### config.mk
export PLATFORM = sky130hd
export DESIGN_NAME = eth_tx_pad_gap
export DESIGN_NICKNAME = d
export VERILOG_FILES = /design/src/rtl/eth_tx_pad_gap.sv
export SDC_FILE = /design/constraint.sdc
export NUM_CORES = 1
export LEC_CHECK = 0
export BUFFER_PORTS_ARGS = -buffer_cell sky130_fd_sc_hd__buf_2
export CORE_UTILIZATION = 49
export DETAILED_ROUTE_END_ITERATION = 10
export HOLD_SLACK_MARGIN = 0.1
export PLACE_DENSITY_LB_ADDON = 0.15
export SYNTH_ARGS = -nofsm -noshare
export SYNTH_HDL_FRONTEND = slang
export SYNTH_SLANG_ARGS = --single-unit
### constraint.sdc
create_clock -name eth_clk -period 12.05 [get_ports eth_clk]
set_input_delay 0 -clock eth_clk [delete_from_list [all_inputs] [get_ports eth_clk]]
set_output_delay 0 -clock eth_clk [all_outputs]
set_load 0.01 [all_outputs]
### src/rtl/eth_tx_pad_gap.sv
// Egress stage toward the 10G MAC: zero-pads runt frames to MIN_BYTES, carries the
// frame error flag and inserts GAP_CYCLES idle cycles. Define ETH_TX_PAD_STATS_EN for counters.
module eth_tx_pad_gap #(
  parameter int MIN_BYTES  = 60,
  parameter int GAP_CYCLES = 2,
  parameter int CNT_W      = 32
) (
  input  logic             eth_clk,
  input  logic             sys_rst156,
  input  logic             s_axis_tvalid,
  output logic             s_axis_tready,
  input  logic [63:0]      s_axis_tdata,
  input  logic [7:0]       s_axis_tkeep,
  input  logic             s_axis_tlast,
  input  logic             s_axis_tuser,
  output logic             m_axis_tvalid,
  input  logic             m_axis_tready,
  output logic [63:0]      m_axis_tdata,
  output logic [7:0]       m_axis_tkeep,
  output logic             m_axis_tlast,
  output logic             m_axis_tuser,
  output logic [CNT_W-1:0] stat_frames,
  output logic [CNT_W-1:0] stat_padded
);

  typedef enum logic [1:0] {IDLE, PASS, PAD, GAP} state_t;

  localparam int GAP_W = (GAP_CYCLES > 1) ? $clog2(GAP_CYCLES) : 1;
  localparam logic [7:0] MIN_B = 8'(MIN_BYTES);
  localparam logic [GAP_W-1:0] GAP_LAST = GAP_W'((GAP_CYCLES > 0) ? GAP_CYCLES - 1 : 0);
  localparam state_t AFTER_LAST = (GAP_CYCLES > 0) ? GAP : IDLE;

  state_t           state;
  logic [6:0]       byte_cnt;
  logic             err_acc;
  logic [GAP_W-1:0] gap_cnt;

  logic        out_free;
  logic        in_fire;
  logic [3:0]  beat_bytes;
  logic [7:0]  sum_wide;
  logic [6:0]  new_cnt;
  logic        reach_min;
  logic [7:0]  to_min;
  logic        frame_err;
  logic [63:0] masked_data;

  function automatic logic [3:0] popcount8(input logic [7:0] k);
    logic [3:0] n;
    n = '0;
    for (int i = 0; i < 8; i++) n = n + {3'b000, k[i]};
    return n;
  endfunction

  function automatic logic [7:0] low_mask(input logic [7:0] n);
    logic [7:0] m;
    for (int i = 0; i < 8; i++) m[i] = (8'(i) < n);
    return m;
  endfunction

  assign out_free      = !m_axis_tvalid || m_axis_tready;
  assign s_axis_tready = !sys_rst156 && ((state == IDLE) || (state == PASS)) && out_free;
  assign in_fire       = s_axis_tvalid && s_axis_tready;

  // byte_cnt holds the bytes placed before the current beat, so to_min is what is still owed
  assign beat_bytes = popcount8(s_axis_tkeep);
  assign sum_wide   = {1'b0, byte_cnt} + {4'b0000, beat_bytes};
  assign new_cnt    = sum_wide[7] ? 7'h7F : sum_wide[6:0];
  assign reach_min  = ({1'b0, new_cnt} >= MIN_B);
  assign to_min     = MIN_B - {1'b0, byte_cnt};
  assign frame_err  = err_acc | s_axis_tuser;

  always_comb begin
    masked_data = '0;
    for (int i = 0; i < 8; i++)
      if (s_axis_tkeep[i]) masked_data[8*i +: 8] = s_axis_tdata[8*i +: 8];
  end

  always_ff @(posedge eth_clk) begin
    if (sys_rst156) begin
      state         <= IDLE;
      byte_cnt      <= '0;
      err_acc       <= 1'b0;
      gap_cnt       <= '0;
      m_axis_tvalid <= 1'b0;
      m_axis_tdata  <= '0;
      m_axis_tkeep  <= '0;
      m_axis_tlast  <= 1'b0;
      m_axis_tuser  <= 1'b0;
    end else begin
      if (m_axis_tvalid && m_axis_tready) m_axis_tvalid <= 1'b0;
      case (state)
        IDLE, PASS: begin
          if (in_fire) begin
            m_axis_tvalid <= 1'b1;
            if (!s_axis_tlast) begin
              m_axis_tdata <= s_axis_tdata;
              m_axis_tkeep <= s_axis_tkeep;
              m_axis_tlast <= 1'b0;
              m_axis_tuser <= 1'b0;
              byte_cnt     <= new_cnt;
              err_acc      <= frame_err;
              state        <= PASS;
            end else if (reach_min) begin
              m_axis_tdata <= s_axis_tdata;
              m_axis_tkeep <= s_axis_tkeep;
              m_axis_tlast <= 1'b1;
              m_axis_tuser <= frame_err;
              byte_cnt     <= '0;
              err_acc      <= 1'b0;
              state        <= AFTER_LAST;
            end else if (to_min <= 8'd8) begin
              // minimum length ends inside this beat: stretch tkeep and close the frame here
              m_axis_tdata <= masked_data;
              m_axis_tkeep <= low_mask(to_min);
              m_axis_tlast <= 1'b1;
              m_axis_tuser <= frame_err;
              byte_cnt     <= '0;
              err_acc      <= 1'b0;
              state        <= AFTER_LAST;
            end else begin
              m_axis_tdata <= masked_data;
              m_axis_tkeep <= 8'hFF;
              m_axis_tlast <= 1'b0;
              m_axis_tuser <= 1'b0;
              byte_cnt     <= byte_cnt + 7'd8;
              err_acc      <= frame_err;
              state        <= PAD;
            end
          end
        end
        PAD: begin
          if (out_free) begin
            m_axis_tvalid <= 1'b1;
            m_axis_tdata  <= '0;
            if (to_min <= 8'd8) begin
              m_axis_tkeep <= low_mask(to_min);
              m_axis_tlast <= 1'b1;
              m_axis_tuser <= err_acc;
              byte_cnt     <= '0;
              err_acc      <= 1'b0;
              state        <= AFTER_LAST;
            end else begin
              m_axis_tkeep <= 8'hFF;
              m_axis_tlast <= 1'b0;
              m_axis_tuser <= 1'b0;
              byte_cnt     <= byte_cnt + 7'd8;
            end
          end
        end
        GAP: begin
          // the idle window only starts once the tlast beat has left the output register
          if (!m_axis_tvalid) begin
            if (gap_cnt == GAP_LAST) begin
              gap_cnt <= '0;
              state   <= IDLE;
            end else begin
              gap_cnt <= gap_cnt + 1'b1;
            end
          end
        end
        default: state <= IDLE;
      endcase
    end
  end

`ifdef ETH_TX_PAD_STATS_EN
  logic out_padded;
  logic any_load;
  logic pad_load;

  assign any_load = in_fire || ((state == PAD) && out_free);
  assign pad_load = (state == PAD) || (s_axis_tlast && !reach_min);

  // out_padded tags whatever beat sits in the output register; only its tlast value matters
  always_ff @(posedge eth_clk) begin
    if (sys_rst156) begin
      out_padded  <= 1'b0;
      stat_frames <= '0;
      stat_padded <= '0;
    end else begin
      if (any_load) out_padded <= pad_load;
      if (m_axis_tvalid && m_axis_tready && m_axis_tlast) begin
        stat_frames <= stat_frames + 1'b1;
        if (out_padded) stat_padded <= stat_padded + 1'b1;
      end
    end
  end
`else
  assign stat_frames = '0;
  assign stat_padded = '0;
`endif

endmodule

# Word-level counts from Yosys, hierarchy flattened

Index checks and enable logic that the tools add are counted.

$add $sub $neg: 11
Magnitude comparators: 10
Eq/ne operators: 8
Mux-type cells: 60
Bitwise operators: 2
Reductions and logical operators: 15

Operators with widths:

| operator            | number |
|---|---|
| $mux 64             | 4 |
| $pmux 64 s2         | 1 |
| $mux 8              | 13 |
| $mux 7              | 6 |
| $lt 3x8->1 const A  | 4 |
| $mux 1              | 23 |
| $add 4x1->4         | 4 |
| $lt 1x8->1 const A  | 2 |
| $lt 2x8->1 const A  | 2 |
| $pmux 8 s2          | 1 |
| $pmux 7 s2          | 1 |
| $mux 2              | 6 |
| $ne 2x2->1 const B  | 5 |
| $add 7x4->8         | 1 |
| $le 8x4->1 const B  | 1 |
| $pmux 1 s2          | 4 |
| $sub 6x7->8 const A | 1 |
| $add 7x4->7 const B | 1 |
| $ge 7x6->1 const B  | 1 |
| $pmux 2 s3          | 1 |
| $reduce_and 5->1    | 1 |
| $add 3x1->4         | 1 |
| $eq 2x2->1 const B  | 2 |
| $logic_and 1x1->1   | 4 |
| other kinds (14)    | 16 |

Flip-flop bits (word level): 86
Input bits: 78
Output and inout bits: 140
Logic and storage cells: 115

# Depth between registers and ports, before layout

Gate-level depths: netlist of the first run.

Depth after elaboration: 14
Mapped depth: 15
Depth with buffers taken out: 14

# Least setup slack after synthesis of the first run

No wires, ideal clock.

Path type: input-to-reg
Start point: in s_axis_tkeep[0]
End point: reg m_axis_tdata[0]
Library setup time: 117 ps
Arrival time: 3,953 ps
Required time: 11,933 ps
Path slack: 7,980 ps
Cell stages on the path: 13
Path buffers: 0
Path through: fa_1 > inv_1 > fa_1 > fa_1 > fa_1 > fa_1 > nand2b_1 > a211oi_1 > nor4b_2 > nor2_1 > a21oi_4 > a31oi_4 > a22o_1

Word-level cells in the longest chain between the ends: 14
Elaborated cells between the ends (all ways): 15
Classes of those cells: add/sub (8); order compare (1); mux (6)

RTL lines:

| what                     | line | text |
|---|---|---|
| start: declaration       | 13   | `input logic [7:0] s_axis_tkeep,` |
| $add 1x1->2              | 51   | `for (int i = 0; i < 8; i++) n = n + {3'b000, k[i]};` |
| $add 2x1->3              | 51   |  |
| $add 3x1->4              | 51   |  |
| $add 4x1->4 (4 in a row) | 51   |  |
| $add 7x4->8              | 67   | `assign sum_wide = {1'b0, byte_cnt} + {4'b0000, beat_bytes};` |
| $mux 7                   | 68   | `assign new_cnt = sum_wide[7] ? 7'h7F : sum_wide[6:0];` |
| $ge 7x6->1               | 69   | `assign reach_min = ({1'b0, new_cnt} >= MIN_B);` |
| $mux 64 *                | 104  | `end else if (reach_min) begin` |
| $mux 64 *                | 96   | `if (!s_axis_tlast) begin` |
| $mux 64 *                | 94   | `if (in_fire) begin` |
| $pmux 64 s2 *            | 92   | `case (state)` |
| end signal: assignment   | 97   | `m_axis_tdata <= s_axis_tdata;` |
| end signal: assignment   | 105  | `m_axis_tdata <= s_axis_tdata;` |
| end signal: assignment   | 114  | `m_axis_tdata <= masked_data;` |
| end: declaration         | 18   | `output logic [63:0] m_axis_tdata,` |

Every way passes the cells marked *; elsewhere a longest branch is shown, timed or not. The select of a mux whose other input is x is not followed.
A chain may end at the register's enable or synchronous reset.

# Worst setup path after layout of the first run

Start point: in s_axis_tkeep[0]
End point: reg err_acc

Word-level cells in the longest chain between the ends: 14

RTL lines:

| what                     | line | text |
|---|---|---|
| $add 1x1->2              | 51   |  |
| $add 2x1->3              | 51   |  |
| $add 3x1->4              | 51   |  |
| $add 4x1->4 (4 in a row) | 51   |  |
| $add 7x4->8              | 67   |  |
| $mux 7                   | 68   |  |
| $ge 7x6->1               | 69   |  |
| $mux 1                   | 104  |  |
| $mux 1                   | 96   |  |
| $mux 1                   | 94   |  |
| $pmux 1 s2               | 92   |  |
| end signal: assignment   | 102  | `err_acc <= frame_err;` |
| end signal: assignment   | 127  | `err_acc <= frame_err;` |
| end: declaration         | 35   | `logic err_acc;` |

No other way between the ends. The select of a mux whose other input is x is not followed.

==> flow_summary_export.csv, run 1 <==
group,metric,value,unit
logic_synthesis,synth_ff_type,"dfxtp_1",
critical_path,cp.required,12.35,ns
timing,drv_slew,0,
power_and_ir_drop,irDropWorstVdd,0.0644,mV
timing,final.min_clock_period,5.09,ns
final_layout,antenna_cells,0,
timing,finalSetupViolations,0,
critical_path,arrival,5.39,ns
global_route,grt_usage,0.263,
run_status,run_status,"complete, no violations",
critical_path,cp_max_fo,10,
clocking,clkSinkCount,86,
critical_path,worstSetupPathType,"input port to flop",
placement,io_buffers,153,
power_and_ir_drop,power.density,130,mW/mm2
critical_path,endpoint,"err_acc",
clocking,ctsRootBufferMaster,"clkbuf_8",
detailed_routing,ant_nets,0,
logic_synthesis,syn_inst,419,
power_and_ir_drop,p_int,518,uW
timing,grt_setup_unrepaired,"no",
logic_synthesis,ys_async_sr_fraction,0,
detailed_routing,drt_iter0_drc,146,
logic_synthesis,synth.distinct_cells,52,
detailed_routing,drc_errors,0,
global_route,antenna_found_initial,0,
worst_hold_path,hp-start,"s_axis_tlast",
timing,skew,0.0130,ns
clocking,cts_tree,"built",
logic_synthesis,netlist_area,0.00426,mm2
die,pin_count,218,
logic_synthesis,synth-seq-cells,86,
timing,fmax,197,MHz
die,die-area,0.00908,mm2
final_layout,layout-drive-gt1-share,0.287,
placement,place_congestion,0.902,
timing,slew_headroom,0.481,
power_and_ir_drop,p_clk_frac,0.307,
clocking,worstSkewPairLatency,0.36,ns
global_route,grt_overflow,0,
clocking,cts_buffer_depth,2,
clocking,cts_max_level,3,
timing,post-route-period-util,0.422,
power_and_ir_drop,swShare,0.318,
clocking,clk_pin_slew,0.09,ns
die,fp-row-count,33,
global_route,grt_max_degree,41,
power_and_ir_drop,share_comb_of_total_power,0.266,
clocking,cts-resized-gates,0,
logic_synthesis,seq_area_frac_synth,0.404,
logic_synthesis,syn_area_per_cell,10.2,um2
critical_path,r2r_start,"byte_cnt[0]",
detailed_routing,wl_per_cell,16.1,um
detailed_routing,drt_pass1_iterations,4,
detailed_routing,post_drt_via_cell_ratio,5.16,
clocking,hold_buffers,78,
die,core-area,0.00830,mm2
die,die_x,95.3,um
power_and_ir_drop,pwr-share-seq,0.427,
clocking,post_cts_buffers,0,
logic_synthesis,yosys_warnings,0,
timing,worstMarginPinSlew,0.777,ns
global_route,grt_pass1_vias,3698,
global_route,grt_use_met1,0.306,
timing,fin_tns_setup,0,ns
critical_path,startpoint,"s_axis_tkeep[0]",
final_layout,nets,736,
timing,final.hold.worst_slack,0.204,ns
detailed_routing,num_vias,3882,
placement,dpl.cell_count,659,
die,fp.dieH,95.3,um
critical_path,rrSetupSlack,7.31,ns
die,start_util,0.514,
clocking,cts_buffers,9,
placement,dp_hpwl,7.84,mm
global_route,grt.busiest_layer,"met2",
global_route,grt_pass1_wl,18.2,mm
logic_synthesis,synth_edf_count,0,
run,cap_violations,0,
critical_path,endpoint_kind,"flop",
global_route,use_met2,0.456,
final_layout,fin_cells,753,
final_layout,syn_to_final_growth,37.5,%
critical_path,start_kind,"input port",
worst_hold_path,hp-class,"input port to flop",
detailed_routing,wirelength,12.1,mm
timing,hold_viol_final,0,
power_and_ir_drop,p_sw,242,uW
critical_path,reg2reg_to,"err_acc",
critical_path,worstRegToRegCells,13,
power_and_ir_drop,leakage,0.00280,uW
global_route,grtUsageMet3,0.0598,
[worst min-delay path by stage]
stage | end | cells after the start | slack (ns)
global placement | m_axis_tdata[19] | 2 | 0.21
detailed placement | m_axis_tdata[46] | 2 | 0.22
CTS | state[1] | 3 | 0.18
floorplan | s_axis_tready | 1 | 0.06
finish | state[1] | 3 | 0.20
global route | state[1] | 3 | 0.24
[logic make-up (layout without fill, tap and decap cells)]
logic type               after synthesis  count (layout)  synth area share
AO/OA/AOI/OAI                        136             136             0.290
XOR/XNOR                              11              11            0.0226
adder cells (fa/ha/maj)               15              15            0.0528
buffers and inverters                102             268             0.148
flip-flops                            86              86             0.404
other                                  1              64          0.000879
AND/OR/NAND/NOR                       68              68            0.0816
[cells in the mapped netlist (2+ instances only)]
cell type	number	share of area
o211ai_1	6	0.011
nor3b_1	4	0.0070
and2_1	2	0.0029
a211oi_1	5	0.0088
xnor2_1	7	0.014
nor2b_1	3	0.0044
o21ai_1	3	0.0035
a21o_1	2	0.0035
nor2_1	20	0.018
o32ai_1	5	0.010
a21oi_1	9	0.011
buf_2	2	0.0023
o31a_1	2	0.0041
nor3_1	2	0.0023
or3_1	2	0.0029
a31oi_4	8	0.040
xor2_1	4	0.0082
buf_1	2	0.0018
o21ai_2	2	0.0041
buf_4	64	0.11
dfxtp_1	86	0.40
o31ai_1	5	0.0088
nand2_1	14	0.012
inv_1	20	0.018
nand2b_1	10	0.015
fa_1	5	0.023
a311oi_1	5	0.010
and3_1	4	0.0059
o21ai_0	4	0.0047
nand3_1	4	0.0047
ha_1	10	0.029
a22o_1	66	0.14
clkbuf_1	13	0.011
[cell type report]
type / instances / area, um2
Clock buffer: 9 / 124
Tap cell: 105 / 131
Sequential cell: 86 / 1720
Multi-Input combinational cell: 294 / 2150
Inverter: 20 / 75.1
Fill cell: 618 / 2440
Timing Repair Buffer: 232 / 1550
Clock inverter: 7 / 103
[power groups by stage]
stage / sequential, uW / combinational (uW) / clock [uW]
finish: 324 / 202 / 234
global route: 327 / 221 / 250
floorplan: 336 / 127 / 0
detailed placement: 329 / 177 / 0
global placement: 328 / 174 / 0
CTS: 323 / 199 / 239
[per-layer routing]
metal	part of all wire	vias up	wire [um]
li1	-	1854	-
met1	0.41	1827	5000
met2	0.49	174	5980
met3	0.069	27	835
met4	0.027	0	327
met5	0	-	0
[through the flow]
stage	worst slack, ns	power, uW	utilization	instance area [um2]
2_1_floorplan	7.98	463	-	4500
3_3_place_gp	7.66	503	0.585	4850
3_5_place_dp	7.57	506	0.585	4850
4_1_cts	7.00	761	0.706	5860
5_1_grt	6.66	799	0.706	5860
6_report	6.96	760	0.706	5860
[worst max-delay path: stages]
cell	delay, ns
dlygate4sd3_1	0.53
buf_2	0.15
fa_1	0.53
inv_1	0.05
fa_1	0.49
fa_1	0.42
fa_1	0.41
fa_1	0.39
nand2b_1	0.19
a211oi_1	0.25
nor4b_2	0.33
nor2_1	0.12
a21oi_4	0.51
o21ai_2	0.14
a311oi_1	0.29
dlygate4sd3_1	0.58
[cell usage in the layout (no fill, tap or decap), types with 3 or more instances in the layout]
cell type      instances
xnor2_1                7
nor2b_1                3
nand2b_1              10
nand3_1                4
a211oi_1               5
o211ai_1               6
and3_1                 4
fa_1                   5
a311oi_1               5
nor3b_1                4
buf_2                153
nand2_1               14
a31oi_4                8
o31ai_1                5
dlygate4sd3_1         78
inv_6                  3
ha_1                  10
dfxtp_1               86
nor2_1                19
clkbuf_8               9
a22o_1                66
inv_1                 20
o32ai_1                5
o21ai_1                3
a21oi_1                9
o21ai_0                4
xor2_1                 4
conb_1                64
[flip-flops by register name, summed over array words and instances, names as in the netlist]
name,cells
err_acc,1
m_axis_tuser,1
state,2
m_axis_tvalid,1
gap_cnt,1
m_axis_tlast,1
m_axis_tdata,64
byte_cnt,7
m_axis_tkeep,8
No activity file was read; power rests on OpenSTA's default activity.
==> run 2: changes to the inputs <==
- ABC_AREA: unset -> 1
- CORE_UTILIZATION: 49 -> 42
- clock period: 12.05 -> 4.45 ns (I/O delays scaled with it)
==> flow_summary_export.csv, run 2 <==
group,metric,value,unit
logic_synthesis,seq_area_frac_synth,0.385,
logic_synthesis,synthMuxAreaShare,0,
logic_synthesis,synthSimpleGateAreaFrac,0.240,
logic_synthesis,synth_area_leaders,"dfxtp_1, nand2_1, buf_4",
global_route,grt_pass1_vias,4042,
logic_synthesis,yosys.area.top_type_share,0.385,
logic_synthesis,ys_async_sr_fraction,0,
critical_path,arrival,4.38,ns
final_layout,final_common_cell,"nand2_1",
logic_synthesis,synthTopCellsByCount,"nand2_1, dfxtp_1, a21oi_1, buf_4, inv_1",
clocking,cts_max_level,3,
detailed_routing,ant_nets,0,
clocking,clk_pin_slew,0.09,ns
die,start_util,0.434,
timing,slew_headroom,0.434,
final_layout,largest_reg_flops,64,
detailed_routing,wirelength,12.0,mm
critical_path,critical_path.n_buffers_inverters,6,
logic_synthesis,syn_area_per_cell,7.28,um2
timing,grt_setup_unrepaired,"yes",
logic_synthesis,synth.distinct_cells,32,
die,core-area,0.0103,mm2
clocking,cts_buffer_depth,2,
critical_path,cp.required,4.65,ns
logic_synthesis,synth_edf_count,0,
power_and_ir_drop,share_comb_of_total_power,0.267,
timing,hold_viol_final,0,
timing,skew,0.0162,ns
detailed_routing,post_drt_via_cell_ratio,4.61,
worst_hold_path,hp-class,"input port to flop",
clocking,clkSinkCount,86,
timing,drv_slew,0,
critical_path,crit_top_cell,"fa_1",
power_and_ir_drop,p_sw,642,uW
power_and_ir_drop,irDropWorstVdd,0.171,mV
critical_path,worstSetupPathType,"input port to flop",
timing,final.min_clock_period,4.17,ns
clocking,worstSkewPairLatency,0.37,ns
power_and_ir_drop,p_clk_frac,0.282,
die,fp.dieH,105,um
timing,post-route-period-util,0.938,
die,die-area,0.0111,mm2
critical_path,cp_max_fo,14,
critical_path,endpoint_kind,"flop",
die,fp-row-count,37,
global_route,grt_overflow,0,
worst_hold_path,hp-start,"s_axis_tkeep[7]",
logic_synthesis,synth_xor_area_frac,0.00978,
power_and_ir_drop,p_int,1250,uW
final_layout,mostFrequentLayoutCells,"nand2_1, buf_2, dfxtp_1",
power_and_ir_drop,power.density,316,mW/mm2
logic_synthesis,synth-seq-cells,86,
logic_synthesis,synth_compound_area_frac,0.140,
detailed_routing,drt_pass1_iterations,5,
power_and_ir_drop,leakage,0.00294,uW
critical_path,start_kind,"input port",
placement,place_congestion,0.836,
logic_synthesis,synth.most_common_cell,"nand2_1",
logic_synthesis,yosys.area_share.adder,0.0503,
power_and_ir_drop,power,1890,uW
final_layout,layout-drive-gt1-share,0.251,
timing,worstMarginPinSlew,0.848,ns
logic_synthesis,netlist_area,0.00448,mm2
die,pin_count,218,
run,cap_violations,0,
clocking,cts_tree,"built",
critical_path,critical-path-top-delay-family,"adder cells",
placement,io_buffers,153,
timing,fmax,240,MHz
logic_synthesis,yosys_warnings,0,
logic_synthesis,syn_inst,615,
final_layout,antenna_cells,0,
final_layout,syn_to_final_growth,33.8,%
detailed_routing,drc_errors,0,
logic_synthesis,synth_ff_type,"dfxtp_1",
timing,finalSetupViolations,0,
global_route,grt_max_degree,79,
global_route,antenna_found_initial,0,
critical_path,slowest_stage,"dlygate4sd3_1",
detailed_routing,drt_iter0_drc,282,
final_layout,n_fill_cell,971,
logic_synthesis,synth_top_area_cell,"dfxtp_1",
global_route,grt_usage,0.218,
critical_path,max_stage_delay,0.53,ns
power_and_ir_drop,pwr-share-seq,0.451,
placement,dp_hpwl,8.29,mm
power_and_ir_drop,swShare,0.340,
critical_path,r2r_start,"byte_cnt[0]",
die,die_x,105,um
clocking,cts_buffers,9,
final_layout,final_util,0.580,
global_route,grt_pass1_wl,19.2,mm
run_status,run_status,"complete, no violations",
final_layout,fin_cells,973,
critical_path,startpoint,"s_axis_tkeep[3]",
critical_path,worstPathCellList,"dlygate4sd3_1, buf_2, fa_1, inv_1, fa_1, fa_1, fa_1, fa_1, inv_1, nand3_1, nand2_1, nand2_1, nand2_1, o21ai_0, nand3_1, nand3_4, buf_4, o21ai_2, inv_2, nand2_1, a21oi_1",
detailed_routing,wl_per_cell,12.4,um
placement,dpl.cell_count,885,
logic_synthesis,synth_top_family_by_area,"simple AND/OR/NAND/NOR gates",
clocking,ctsRootBufferMaster,"clkbuf_8",
detailed_routing,num_vias,4485,
final_layout,regMostFlops,"m_axis_tdata",
final_layout,nets,925,
final_layout,top_regs,"m_axis_tdata x64, m_axis_tkeep x8, byte_cnt x7",
==> run 2: cell types whose count changed in the layout (fill, tap and decap cells not counted), sizes merged, moves of 10 or more <==
cell / change
nand2: +189
a21oi: +81
a22o: -66
inv: +24
nand3: +22
dlygate4sd3: -10
nand2b: -10
o21ai: +10
==> run 2: power by group through the flow <==
stage | Clock, uW | Combinational (uW) | Sequential (uW)
after global placement | 0 | 441 | 869
after detailed placement | 0 | 450 | 870
after CTS | 557 | 499 | 852
final | 534 | 504 | 852
after global routing | 589 | 564 | 859
after floorplan | 0 | 336 | 883
==> run 2: path summary, 6_finish.rpt <==
check,endpoint,slack [ns],cells past startpoint
worst max-delay path,m_axis_tdata[49],0.28,21
worst min-delay path,m_axis_tkeep[7],0.11,3
worst max register to register,m_axis_tdata[49],0.54,18
worst min register to register,m_axis_tdata[11],0.47,2
==> run 2: final cells by class <==
cell class / count / area, um2 / share of cell area
tap: 136 / 170 / 0.0284
clock buffer: 10 / 138 / 0.0230
clock inverter: 6 / 52.6 / 0.00878
sequential: 86 / 1720 / 0.288
inverter: 53 / 199 / 0.0332
multi-input combinational: 454 / 2210 / 0.369
timing repair buffer: 228 / 1500 / 0.250
==> run 2: cells by family (layout without fill, tap and decap cells) <==
family,Yosys count,after routing
xor+xnor,5,5
fa+ha+maj,15,15
compound gates,113,113
simple gates,257,257
buf+inv,138,297
flops,86,86
other cells,1,64
==> run 2: timing repair <==
item / in CTS / in global routing
endpoints found under the setup margin: 0 / 27
setup buffers: 0 / 4
hold buffers: 68 / 0
resized for setup: 0 / 5
hold endpoints to repair: 72 / 0
==> run 2: stage by stage <==
| stage | hold slack [ns] | area (um2) | worst slack (ns) | TNS [ns] |
|---|---|---|---|---|
| detailed placement | 0.256 | 5090 | 0.311 | 0 |
| floorplan | 0.143 | 4710 | 0.926 | 0 |
| CTS | 0.119 | 5960 | 0.154 | 0 |
| global route | 0.148 | 5990 | -0.00640 | -0.00640 |
| global placement | 0.249 | 5090 | 0.481 | 0 |
| finish | 0.110 | 5990 | 0.277 | 0 |
==> run 2: worst min-delay path, stage by stage <==
cell     delay, ns
buf_2         0.13
o21ai_0       0.14
a21oi_1       0.15
==> run 2: layer usage <==
metal | up-vias | part of all wire | GRT usage
li1 | 2256 | - | -
met1 | 2022 | 0.43 | 0.266
met2 | 183 | 0.49 | 0.379
met3 | 24 | 0.055 | 0.0334
met4 | 0 | 0.021 | 0.0915
met5 | - | 0 | 0
==> run 3: changes to the inputs <==
- CORE_UTILIZATION: 42 -> 47
- PLACE_DENSITY: unset -> 0.92
- PLACE_DENSITY_LB_ADDON: 0.15 -> unset
- clock period: 4.45 -> 4.2 ns (I/O delays scaled with it)
==> flow_summary_export.csv, run 3 (synthesis gave the netlist of run 2 again) <==
group,metric,value,unit
die,pin_count,218,
die,die_x,99.6,um
detailed_routing,drc_errors,0,
timing,hold_viol_final,0,
detailed_routing,post_drt_via_cell_ratio,4.85,
final_layout,regMostFlops,"m_axis_tdata",
power_and_ir_drop,pwr-share-seq,0.424,
detailed_routing,num_vias,4673,
die,fp.dieH,99.6,um
critical_path,cp.required,4.49,ns
global_route,antenna_found_initial,1,
critical_path,start_kind,"flop",
timing,fin_tns_setup,0,ns
final_layout,syn_to_final_growth,34.4,%
final_layout,largest_reg_flops,64,
timing,worstMarginPinSlew,0.843,ns
global_route,grt_pass1_wl,20.4,mm
timing,skew,0.0117,ns
power_and_ir_drop,swShare,0.330,
die,die-area,0.00992,mm2
detailed_routing,ant_nets,0,
global_route,grt_overflow,0,
global_route,grt_max_degree,79,
power_and_ir_drop,p_sw,706,uW
clocking,clk_pin_slew,0.09,ns
clocking,cts_tree,"built",
die,start_util,0.484,
critical_path,rrSetupSlack,0.24,ns
clocking,worstSkewPairLatency,0.37,ns
placement,dpl.cell_count,877,
clocking,ctsRootBufferMaster,"clkbuf_8",
run_status,run_status,"complete, no violations",
critical_path,reg2reg_to,"byte_cnt[6]",
power_and_ir_drop,p_int,1430,uW
final_layout,top_regs,"m_axis_tdata x64, m_axis_tkeep x8, byte_cnt x7",
critical_path,endpoint,"byte_cnt[6]",
clocking,clkSinkCount,86,
power_and_ir_drop,p_clk_frac,0.322,
global_route,grt_pass1_vias,4416,
final_layout,nets,923,
timing,setup_slack,0.236,ns
critical_path,max_stage_delay,0.56,ns
placement,io_buffers,153,
worst_hold_path,hp-class,"input port to flop",
placement,place_congestion,0.926,
run,cap_violations,0,
clocking,cts_buffers,9,
detailed_routing,wl_per_cell,13.8,um
final_layout,finalInstanceArea,0.00602,mm2
critical_path,worstRegToRegCells,16,
placement,place_ws,-0.0195,ns
detailed_routing,drt_iter0_drc,417,
critical_path,r2r_start,"byte_cnt[0]",
final_layout,antenna_cells,0,
detailed_routing,wirelength,13.3,mm
timing,drv_slew,0,
die,fp-row-count,35,
global_route,grt_usage,0.260,
power_and_ir_drop,leakage,0.00296,uW
timing,grt_setup_unrepaired,"no",
clocking,cts_buffer_depth,2,
placement,dp_hpwl,8.30,mm
clocking,cts_max_level,3,
final_layout,layout-drive-gt1-share,0.249,
detailed_routing,drt_pass1_iterations,6,
critical_path,arrival,4.26,ns
die,core-area,0.00924,mm2
final_layout,final_common_cell,"nand2_1",
power_and_ir_drop,irDropWorstVdd,0.185,mV
timing,slew_headroom,0.438,
timing,fmax,252,MHz
power_and_ir_drop,power.density,355,mW/mm2
timing,final.min_clock_period,3.96,ns
critical_path,endpoint_kind,"flop",
critical_path,crit_top_cell,"fa_1",
critical_path,slowest_stage,"fa_1",
placement,place_area,0.00507,mm2
final_layout,n_fill_cell,733,
power_and_ir_drop,share_comb_of_total_power,0.255,
timing,post-route-period-util,0.944,
timing,finalSetupViolations,0,
final_layout,fin_cells,964,
critical_path,worstSetupPathType,"flop to flop",
final_layout,mostFrequentLayoutCells,"nand2_1, buf_2, dfxtp_1",
critical_path,cp_max_fo,10,
critical_path,worstPathCellList,"inv_1, fa_1, fa_1, fa_1, fa_1, inv_1, nand3_1, nand2_1, a21oi_1, nor3b_4, nand3_2, nand2_4, nand2_2, inv_2, nand2_1, a21oi_1",
critical_path,startpoint,"byte_cnt[0]",
run 3: how the worst min path moves through the flow:
stage / from / endpoint / slack, ns / cells past startpoint
3_5_place_dp: s_axis_tdata[53] / m_axis_tdata[53] / 0.26 / 3
3_3_place_gp: s_axis_tdata[32] / m_axis_tdata[32] / 0.25 / 3
4_1_cts: s_axis_tkeep[3] / m_axis_tkeep[3] / 0.10 / 4
5_1_grt: s_axis_tkeep[3] / m_axis_tkeep[3] / 0.14 / 4
6_report: s_axis_tkeep[6] / m_axis_tdata[50] / 0.12 / 5
2_1_floorplan: s_axis_tlast / state[1] / 0.14 / 2
run 3: stage by stage:
stage	total power, uW	utilization	hold slack [ns]
after floorplan	1290	-	0.143
after global placement	1380	0.549	0.249
after detailed placement	1390	0.549	0.255
after CTS	2120	0.647	0.102
after global routing	2240	0.651	0.138
final	2140	0.651	0.116
run 3: power by group through the flow:
stage	registers, uW	clock network, uW	logic, uW
floorplan	935	0	356
global placement	919	0	460
detailed placement	922	0	473
CTS	903	697	524
global route	911	729	603
finish	905	687	544
run 3: final cells by class:
type | instances | area (um2) | share of cell area
multi-input cells | 455 | 2220 | 0.369
flip-flops and latches | 86 | 1720 | 0.286
repair buffers | 225 | 1470 | 0.245
inverters | 53 | 199 | 0.0331
well taps | 129 | 161 | 0.0268
clock buffers | 9 | 124 | 0.0206
clock inverters | 7 | 115 | 0.0191
run 3: layer usage:
metal / vias up / GRT usage / routed length [um]
li1: 2248 / - / -
met1: 2098 / 0.276 / 4970
met3: 62 / 0.0632 / 1010
met4: 2 / 0.164 / 675
met5: - / 0 / 13
met2: 263 / 0.461 / 6680
run 3: worst max-delay path, delay by kind of cell (launching register included):
| family | cells | cell delay (ns) |
|---|---|---|
| flip-flops | 1 | 0.39 |
| adder cells (fa/ha/maj) | 4 | 1.84 |
| AND/OR/NAND/NOR | 7 | 1.13 |
| AO/OA/AOI/OAI | 2 | 0.23 |
| buffers and inverters | 3 | 0.30 |
run 3: timing repair:
item / CTS / global route
setup buffers: 0 / 3
setup endpoints to repair: 0 / 37
gates resized for setup: 0 / 3
hold buffers: 67 / 0
endpoints found under the hold margin: 70 / 0
